===== src/rtl/alarma_parpadeo_param.sv =====
// Alarm blinker driven by a timer-expired request. It blinks salida for
// NUM_FASES phases of DIV cycles each, or until ack in continuous mode.
// Ports:
//   clk      system clock, all state changes on the rising edge
//   reset    synchronous, active-high reset
//   irq      alarm request level; only its rising edge starts a sequence
//   ack      user acknowledge, stops blinking at once
//   continuo mode select sampled in ARMA (1 = until ack, 0 = counted)
//   salida   registered blink output
//   activa   registered, high while in ARMA or BLINK
//   fin      registered one-cycle pulse when a counted sequence completes
module alarma_parpadeo_param #(
   parameter int DIV       = 25000000,
   parameter int DIV_W     = 25,
   parameter int NUM_FASES = 10,
   parameter int FASE_W    = 8
) (
   input  logic clk,
   input  logic reset,
   input  logic irq,
   input  logic ack,
   input  logic continuo,
   output logic salida,
   output logic activa,
   output logic fin
);

   typedef enum logic [1:0] {
      IDLE,
      ARMA,
      BLINK,
      DONE
   } state_t;

   localparam logic [DIV_W-1:0]  DIV_MAX  = DIV_W'(DIV - 1);
   localparam logic [FASE_W-1:0] FASE_ULT = FASE_W'(NUM_FASES - 1);

   state_t            state, state_nx;
   logic [DIV_W-1:0]  cnt, cnt_nx;
   logic [FASE_W-1:0] fase, fase_nx;
   logic              modo, modo_nx;
   logic              irq_d;
   logic              salida_nx, activa_nx, fin_nx;
   logic              rise;
   logic              tick;

   assign rise = irq & ~irq_d;
   assign tick = (cnt == DIV_MAX);

   always_comb begin
      state_nx  = state;
      cnt_nx    = cnt;
      fase_nx   = fase;
      modo_nx   = modo;
      salida_nx = salida;
      activa_nx = activa;
      fin_nx    = 1'b0;
      unique case (state)
         IDLE: begin
            if (rise) begin
               state_nx  = ARMA;
               salida_nx = 1'b0;
               activa_nx = 1'b1;
            end
         end
         ARMA: begin
            if (ack) begin
               state_nx  = IDLE;
               salida_nx = 1'b0;
               activa_nx = 1'b0;
            end else if (rise) begin
               state_nx  = ARMA;
               salida_nx = 1'b0;
               activa_nx = 1'b1;
            end else begin
               state_nx  = BLINK;
               cnt_nx    = '0;
               fase_nx   = '0;
               modo_nx   = continuo;
               salida_nx = 1'b1;
               activa_nx = 1'b1;
            end
         end
         BLINK: begin
            if (ack) begin
               state_nx  = IDLE;
               salida_nx = 1'b0;
               activa_nx = 1'b0;
            end else if (rise) begin
               state_nx  = ARMA;
               salida_nx = 1'b0;
               activa_nx = 1'b1;
            end else if (tick) begin
               cnt_nx = '0;
               // Last counted phase ends the sequence instead of toggling
               if (!modo && fase == FASE_ULT) begin
                  state_nx  = DONE;
                  salida_nx = 1'b0;
                  activa_nx = 1'b0;
                  fin_nx    = 1'b1;
               end else begin
                  salida_nx = ~salida;
                  if (!modo) begin
                     fase_nx = fase + 1'b1;
                  end
               end
            end else begin
               cnt_nx = cnt + 1'b1;
            end
         end
         DONE: begin
            salida_nx = 1'b0;
            if (rise) begin
               state_nx  = ARMA;
               activa_nx = 1'b1;
            end else begin
               state_nx  = IDLE;
               activa_nx = 1'b0;
            end
         end
         default: begin
            state_nx  = IDLE;
            salida_nx = 1'b0;
            activa_nx = 1'b0;
         end
      endcase
   end

   always_ff @(posedge clk) begin
      if (reset) begin
         state  <= IDLE;
         cnt    <= '0;
         fase   <= '0;
         modo   <= 1'b0;
         // Set high so an irq already high at reset release is not an edge
         irq_d  <= 1'b1;
         salida <= 1'b0;
         activa <= 1'b0;
         fin    <= 1'b0;
      end else begin
         state  <= state_nx;
         cnt    <= cnt_nx;
         fase   <= fase_nx;
         modo   <= modo_nx;
         irq_d  <= irq;
         salida <= salida_nx;
         activa <= activa_nx;
         fin    <= fin_nx;
      end
   end

endmodule

===== config.mk =====
export PLATFORM = sky130hd
export DESIGN_NAME = alarma_parpadeo_param
export DESIGN_NICKNAME = d
export VERILOG_FILES = /design/src/rtl/alarma_parpadeo_param.sv
export SDC_FILE = /design/constraint.sdc
export NUM_CORES = 1
export LEC_CHECK = 0
export BUFFER_PORTS_ARGS = -buffer_cell sky130_fd_sc_hd__buf_2
export CAP_MARGIN = 0
export CORE_MARGIN = 4
export CORE_UTILIZATION = 50
export DETAILED_ROUTE_END_ITERATION = 8
export HOLD_SLACK_MARGIN = 0.08
export PLACE_DENSITY = 0.69
export SYNTH_ARGS = -nofsm -noshare
export SYNTH_HDL_FRONTEND = slang
export SYNTH_SLANG_ARGS = --single-unit

===== constraint.sdc =====
create_clock -name clk -period 2.1 [get_ports clk]
set_input_delay 0 -clock clk [delete_from_list [all_inputs] [get_ports clk]]
set_output_delay 0 -clock clk [all_outputs]
set_load 0.1 [all_outputs]

==> run_results.csv, run 1 <==
group,metric,value,unit
status,status,"finished clean",
timing,grt_setup_unrepaired,"yes",
route,met2WireLength,2170,um
final_layout,layout_commonest_cell,"dfxtp_1",
clock_tree,htreeDepth,2,
clock_tree,cts.sinks,40,
critical_path,r2r-end,"salida",
route,top_layer_used,"met4",
yosys,synthArstFlopShare,0,%
yosys,yosys_warnings,0,
yosys,synth_fp_nets,264,
grt,grt_max_degree,26,
final_layout,final_util,61.1,%
pwr,p_total,1.50,mW
final_layout,final_cell_mix,"40 x dfxtp_1, 31 x nor2_1, 21 x xor2_1, 19 x nand3_1, 17 x nand2_1",
clock_tree,cts_root_buffer,"clkbuf_8",
yosys,syn_inst,251,
route,wl_met3,145,um
critical_path,crit_required,2.30,ns
floorplan,die_x,73.7,um
grt,track_usage,18.2,%
floorplan,num_rows,23,
timing,fmax,514,MHz
timing,layout_worst_path_cycle_share,92.6,%
pwr,power_density,602,nW/um^2
min_path,hold_depth,3,
route,wl_per_cell,14.0,um
floorplan,pin_count,8,
timing,hold_viol,0,
clock_tree,clkLatencyLatePin,0.30,ns
yosys,avgSynthCellArea,8.59,sq um
yosys,synth-seq-area-share,37.1,%
critical_path,end_kind,"flip-flop",
route,vias_per_cell,5.70,
route,first_iter_violations,144,
placement,gp_congestion,0.907,
yosys,synth-edff-count,0,
floorplan,die_h,73.7,um
timing,slew_viol_final,0,
yosys,ys_types,47,
placement,dp_hpwl,3170,um
clock_tree,cts_tree,"yes",
final_layout,area_growth,15.7,%
pwr,power.leakage,0.959,nW
timing,final-setup-viol-count,0,
timing,hold_ws,0.124,ns
grt,grt_pass1_vias,1752,
pwr,peakVddDrop,0.000533,V
yosys,synth_flop_cell,"dfxtp_1",
yosys,mappedNetlistArea,2160,sq um
critical_path,crit_path_start_kind,"flip-flop",
route,vias,1848,
min_path,hold-path-endpoint,"activa",
critical_path,rr_startpoint,"fase[1]",
timing,max_slew.worst_pin.slew,0.573,ns
run,drv_cap,0,
route,drt-pass1-iter-count,4,
final_layout,drive_gt1_share,19.3,%
critical_path,r2r_slack,0.15,ns
timing,fin_worst_skew,0.00624,ns
route,drcViolationCount,0,
floorplan,initial_utilization,52.8,%
route,ant_nets,0,
clock_tree,clkSlewWorstSetupHoldPaths,0.08,ns
yosys,ys_seq_elements,40,
route,wl_met1,2140,um
grt,antenna_found_initial,0,
critical_path,crit_type,"reg -> reg",
min_path,hp-class,"in -> reg",
final_layout,final_cells,324,
critical_path,arrival,2.15,ns
timing,period_needed,1.95,ns
grt,gr-total-overflow,0,
placement,dp_cells,312,
placement,portBuffers,7,
critical_path,rr_worst_depth,7,
final_layout,fin_area,2490,sq um
timing,relSlewSlack,61.5,%
final_layout,nets,286,
route,wl,4540,um
final_layout,antennaDiodeCount,0,
grt,grt_pass1_wl,7770,um
min_path,holdCritStartpoint,"ack",
clock_tree,numCtsBuffers,5,
critical_path,crit_fanout,4,
placement,placed_area,2320,sq um
final_layout,nFillCells,385,
floorplan,coreArea,4090,sq um
clock_tree,clockBufferDepth,2,
floorplan,dieArea,5430,sq um
[critical path: stages (launching register included)]
cell      delay [ns]
dfxtp_1         0.32
inv_1           0.06
ha_1            0.12
or4b_4          0.49
or3_4           0.41
a31oi_1         0.20
nor4bb_1        0.07
o21a_1          0.18
[stage by stage]
| step | TNS (ns) | setup WS [ns] |
|---|---|---|
| floorplan | 0 | 0.142 |
| global placement | 0 | 0.156 |
| detailed placement | 0 | 0.125 |
| CTS | 0 | 0.108 |
| global route | -0.00610 | -0.00610 |
| finish | 0 | 0.155 |
[power by group]
part           switching, mW  internal (mW)
registers            0.00804          0.768
clock network          0.289          0.266
logic                  0.108         0.0632
total                  0.405           1.10
[worst max path at each step]
stage	startpoint	to	slack (ns)	cells past startpoint
floorplan	fase[0]	activa	0.14	6
global placement	fase[1]	activa	0.16	7
detailed placement	fase[1]	state[0]	0.13	7
CTS	fase[1]	state[0]	0.11	7
global route	fase[1]	activa	-0.006	7
finish	fase[1]	salida	0.15	7
[Yosys cell counts, types with 2 or more instances]
cell type,count,share of area (%)
o21ai_0,4,0.93
o211ai_1,3,1.0
ha_1,8,4.6
and4_1,3,1.2
o41ai_1,2,0.81
o21a_1,2,0.70
mux2i_1,5,2.3
buf_2,4,0.93
a221oi_1,2,0.81
xor2_1,21,8.5
nand2_1,17,3.0
dfxtp_1,40,37
and3_1,9,2.6
a21o_1,3,1.0
nor2_1,31,5.4
nor4bb_1,2,0.93
nand4_1,13,3.8
clkbuf_1,5,0.87
or2_2,5,1.5
nor4_1,5,1.5
xnor2_1,2,0.81
inv_1,8,1.4
a21oi_1,8,1.9
nand3_1,19,4.4
nor3_1,4,0.93
a31oi_1,3,0.87
and4_2,3,1.4
[state kept, by name, summed over array words and instances, names as in the netlist]
name and cells:
cnt 25, fase 8, state 2, activa 1, fin 1, irq_d 1
modo 1, salida 1
[cells by family (layout without fill, tap and decap cells)]
logic type | after synthesis | in the layout | share of synthesized area [%]
fa+ha+maj | 8 | 8 | 4.64
buf+inv | 19 | 42 | 4.23
simple gates | 126 | 126 | 33.4
xor+xnor | 23 | 23 | 9.34
flops | 40 | 40 | 37.1
compound gates | 30 | 30 | 8.99
mux | 5 | 5 | 2.32
[final cells by class]
type	instances	area, sq um	area share [%]
Timing Repair Buffer	26	200	8.02
Tap cell	50	62.6	2.51
Inverter	8	30.0	1.20
Clock buffer	6	82.6	3.31
Sequential cell	40	801	32.1
Clock inverter	2	15.0	0.602
Multi-Input combinational cell	192	1300	52.3
[layer usage]
metal,up-vias,global-route usage [%]
met1,868,22.5
met2,33,30.0
met4,0,8.25
li1,939,-
met5,-,0
met3,8,4.10
[timing repair]
item / in CTS / in global routing
gates resized for setup: 0 / 6
hold buffers: 4 / 0
setup endpoints to repair: 0 / 5
setup buffers: 0 / 0
endpoints found under the hold margin: 5 / 0
(Power assumes the default switching activity.)
==> run 2: changes to the inputs <==
- BUFFER_PORTS_ARGS: -buffer_cell sky130_fd_sc_hd__buf_2 -> -buffer_cell sky130_fd_sc_hd__clkbuf_2
- PLACE_DENSITY: 0.69 -> 0.67
- clock period: 2.1 -> 2.2 ns (I/O delays scaled with it)
==> run 2 against run 1 <==
  * Cell count did not move
  * Register-to-register slack worse by 0.02 ns
  * Utilization shrank 0.46 points
  * Sequential power shrank 4.5%
  * Non-clock buffer count stayed put
  * First-iteration DRC count fell by 15%
  * Sequential share of layout area is 0.29 points higher
  * Wire length is 8.9% lower
  * Hold slack gained 0.042 ns
  * Critical path depth stayed put
  * Largest cell class unchanged
==> run_results.csv, run 2 (synthesized netlist as in run 1, its figures left out) <==
group,metric,value,unit
critical_path,critical-path-top-delay-family,"simple AND/OR/NAND/NOR gates",
timing,period_needed,2.07,ns
grt,antenna_found_initial,0,
timing,slew_viol_final,0,
timing,hold_viol,0,
placement,gp_congestion,0.874,
pwr,clock_power_share,36.8,%
clock_tree,clockBufferDepth,2,
final_layout,final_cell_mix,"39 x dfxtp_1, 31 x nor2_1, 21 x xor2_1, 19 x nand3_1, 17 x nand2_1",
grt,gr-total-overflow,0,
final_layout,area_growth,14.8,%
critical_path,r2r_slack,0.13,ns
critical_path,crit_chain,"inv_1, ha_1, or4b_4, or3_4, nor3_4, o21ai_2, a221oi_1",
grt,track_usage,17.0,%
final_layout,largest_reg_flops,25,
timing,layout_worst_path_cycle_share,94.0,%
min_path,holdCritStartpoint,"ack",
timing,max_slew.worst_pin.slew,0.638,ns
timing,final-setup-viol-count,0,
critical_path,crit_buf_inv,1,
route,vias,1778,
placement,placed_area,2310,sq um
final_layout,antennaDiodeCount,0,
final_layout,regMostFlops,"cnt",
pwr,p_total,1.43,mW
grt,grt_max_degree,26,
route,wl_per_cell,12.8,um
pwr,power_frac_comb,11.3,%
critical_path,crit_fanout,5,
floorplan,initial_utilization,52.8,%
floorplan,dieArea,5430,sq um
clock_tree,numCtsBuffers,5,
clock_tree,clkLatencyLatePin,0.30,ns
pwr,peakVddDrop,0.000500,V
clock_tree,post_cts_buffers,0,
critical_path,crit_required,2.41,ns
grt,grt_pass1_vias,1591,
critical_path,r2r-end,"state[0]",
floorplan,die_h,73.7,um
critical_path,rr_startpoint,"fase[1]",
pwr,internal_power,1.05,mW
route,drt-pass1-iter-count,4,
final_layout,drive_gt1_share,18.6,%
grt,grt_pass1_wl,7240,um
status,status,"finished clean",
floorplan,coreArea,4090,sq um
clock_tree,clkSlewWorstSetupHoldPaths,0.08,ns
final_layout,final_cells,324,
clock_tree,htreeDepth,2,
pwr,power.leakage,0.951,nW
placement,dp_cells,312,
critical_path,slowest_delay,0.48,ns
min_path,hold_depth,3,
final_layout,nets,286,
final_layout,reg_top3,"cnt (25), fase (8), state (2)",
pwr,power_density,576,nW/um^2
floorplan,pin_count,8,
clock_tree,cts_root_buffer,"clkbuf_8",
final_layout,layout_commonest_cell,"dfxtp_1",
pwr,netSwitchingPower,0.378,mW
placement,dp_hpwl,2990,um
pwr,p_seq_share,51.9,%
route,ant_nets,0,
timing,fmax,484,MHz
placement,dp_slack,0.110,ns
route,wl,4140,um
route,first_iter_violations,122,
route,drcViolationCount,0,
route,vias_per_cell,5.49,
timing,grt_setup_unrepaired,"no",
critical_path,crit_type,"reg -> reg",
min_path,hp-class,"in -> reg",
placement,portBuffers,7,
floorplan,num_rows,23,
critical_path,rr_worst_depth,7,
final_layout,fin_area,2480,sq um
clock_tree,cts_tree,"yes",
clock_tree,cts.sinks,40,
critical_path,end_kind,"flip-flop",
floorplan,die_x,73.7,um
run,drv_cap,0,
timing,relSlewSlack,57.1,%
critical_path,crit_path_start_kind,"flip-flop",
critical_path,cp_slowest_cell,"or4b_4",
timing,tns,0,ns
pwr,switching_share,26.5,%
timing,worst_slack,0.132,ns
min_path,hold-path-endpoint,"activa",
critical_path,arrival,2.27,ns
timing,fin_worst_skew,0.00556,ns
==> run 2: layout make-up <==
class,instances,area [sq um]
flip-flops and latches,40,802
fillers,379,1610
clock inverters,2,15.0
multi-input cells,192,1300
inverters,8,30.0
well taps,50,62.6
repair buffers,26,188
clock buffers,6,82.6
==> run 2: routing by layer <==
layer  share of wire (%)  GRT usage [%]  up-vias
li1                    -              -      941
met5                   0              0        -
met1                  50           23.0      799
met2                  44           25.7       31
met4                 1.4           6.04        0
met3                 4.4           4.92        7
==> run 2: per-stage QoR <==
| stage | utilization (%) | hold WS (ns) |
|---|---|---|
| after floorplan | - | 0.107 |
| after global placement | 56.6 | 0.215 |
| after detailed placement | 56.6 | 0.213 |
| after CTS | 60.0 | 0.142 |
| after global routing | 60.6 | 0.194 |
| final | 60.6 | 0.166 |
==> run 2: how the worst max path moves through the flow <==
stage | cells past startpoint | start | to
finish | 7 | fase[1] | state[0]
global route | 7 | fase[1] | state[1]
CTS | 7 | fase[1] | state[0]
detailed placement | 7 | fase[1] | state[0]
global placement | 7 | fase[1] | state[0]
floorplan | 6 | fase[0] | activa
==> run 2: power groups by stage <==
stage          sequential, mW  combinational, mW  clock (mW)
2_1_floorplan           0.779             0.0844           0
3_3_place_gp            0.758              0.149           0
3_5_place_dp            0.758              0.149           0
4_1_cts                 0.741              0.155       0.545
5_1_grt                 0.742              0.179       0.567
6_report                0.741              0.161       0.524
==> run 2: what timing repair did <==
item,4_1_cts,5_1_grt
setup endpoints to repair,0,13
hold buffers,4,0
endpoints found under the hold margin,3,0
resized for setup,0,5
==> run 2: worst reg2reg max path: cells and delay by family (launching register included) <==
family,cells,cell delay (ns)
adder cells (fa/ha/maj),1,0.14
AO/OA/AOI/OAI,2,0.38
AND/OR/NAND/NOR,3,1.03
buffers and inverters,1,0.07
flip-flops,1,0.34
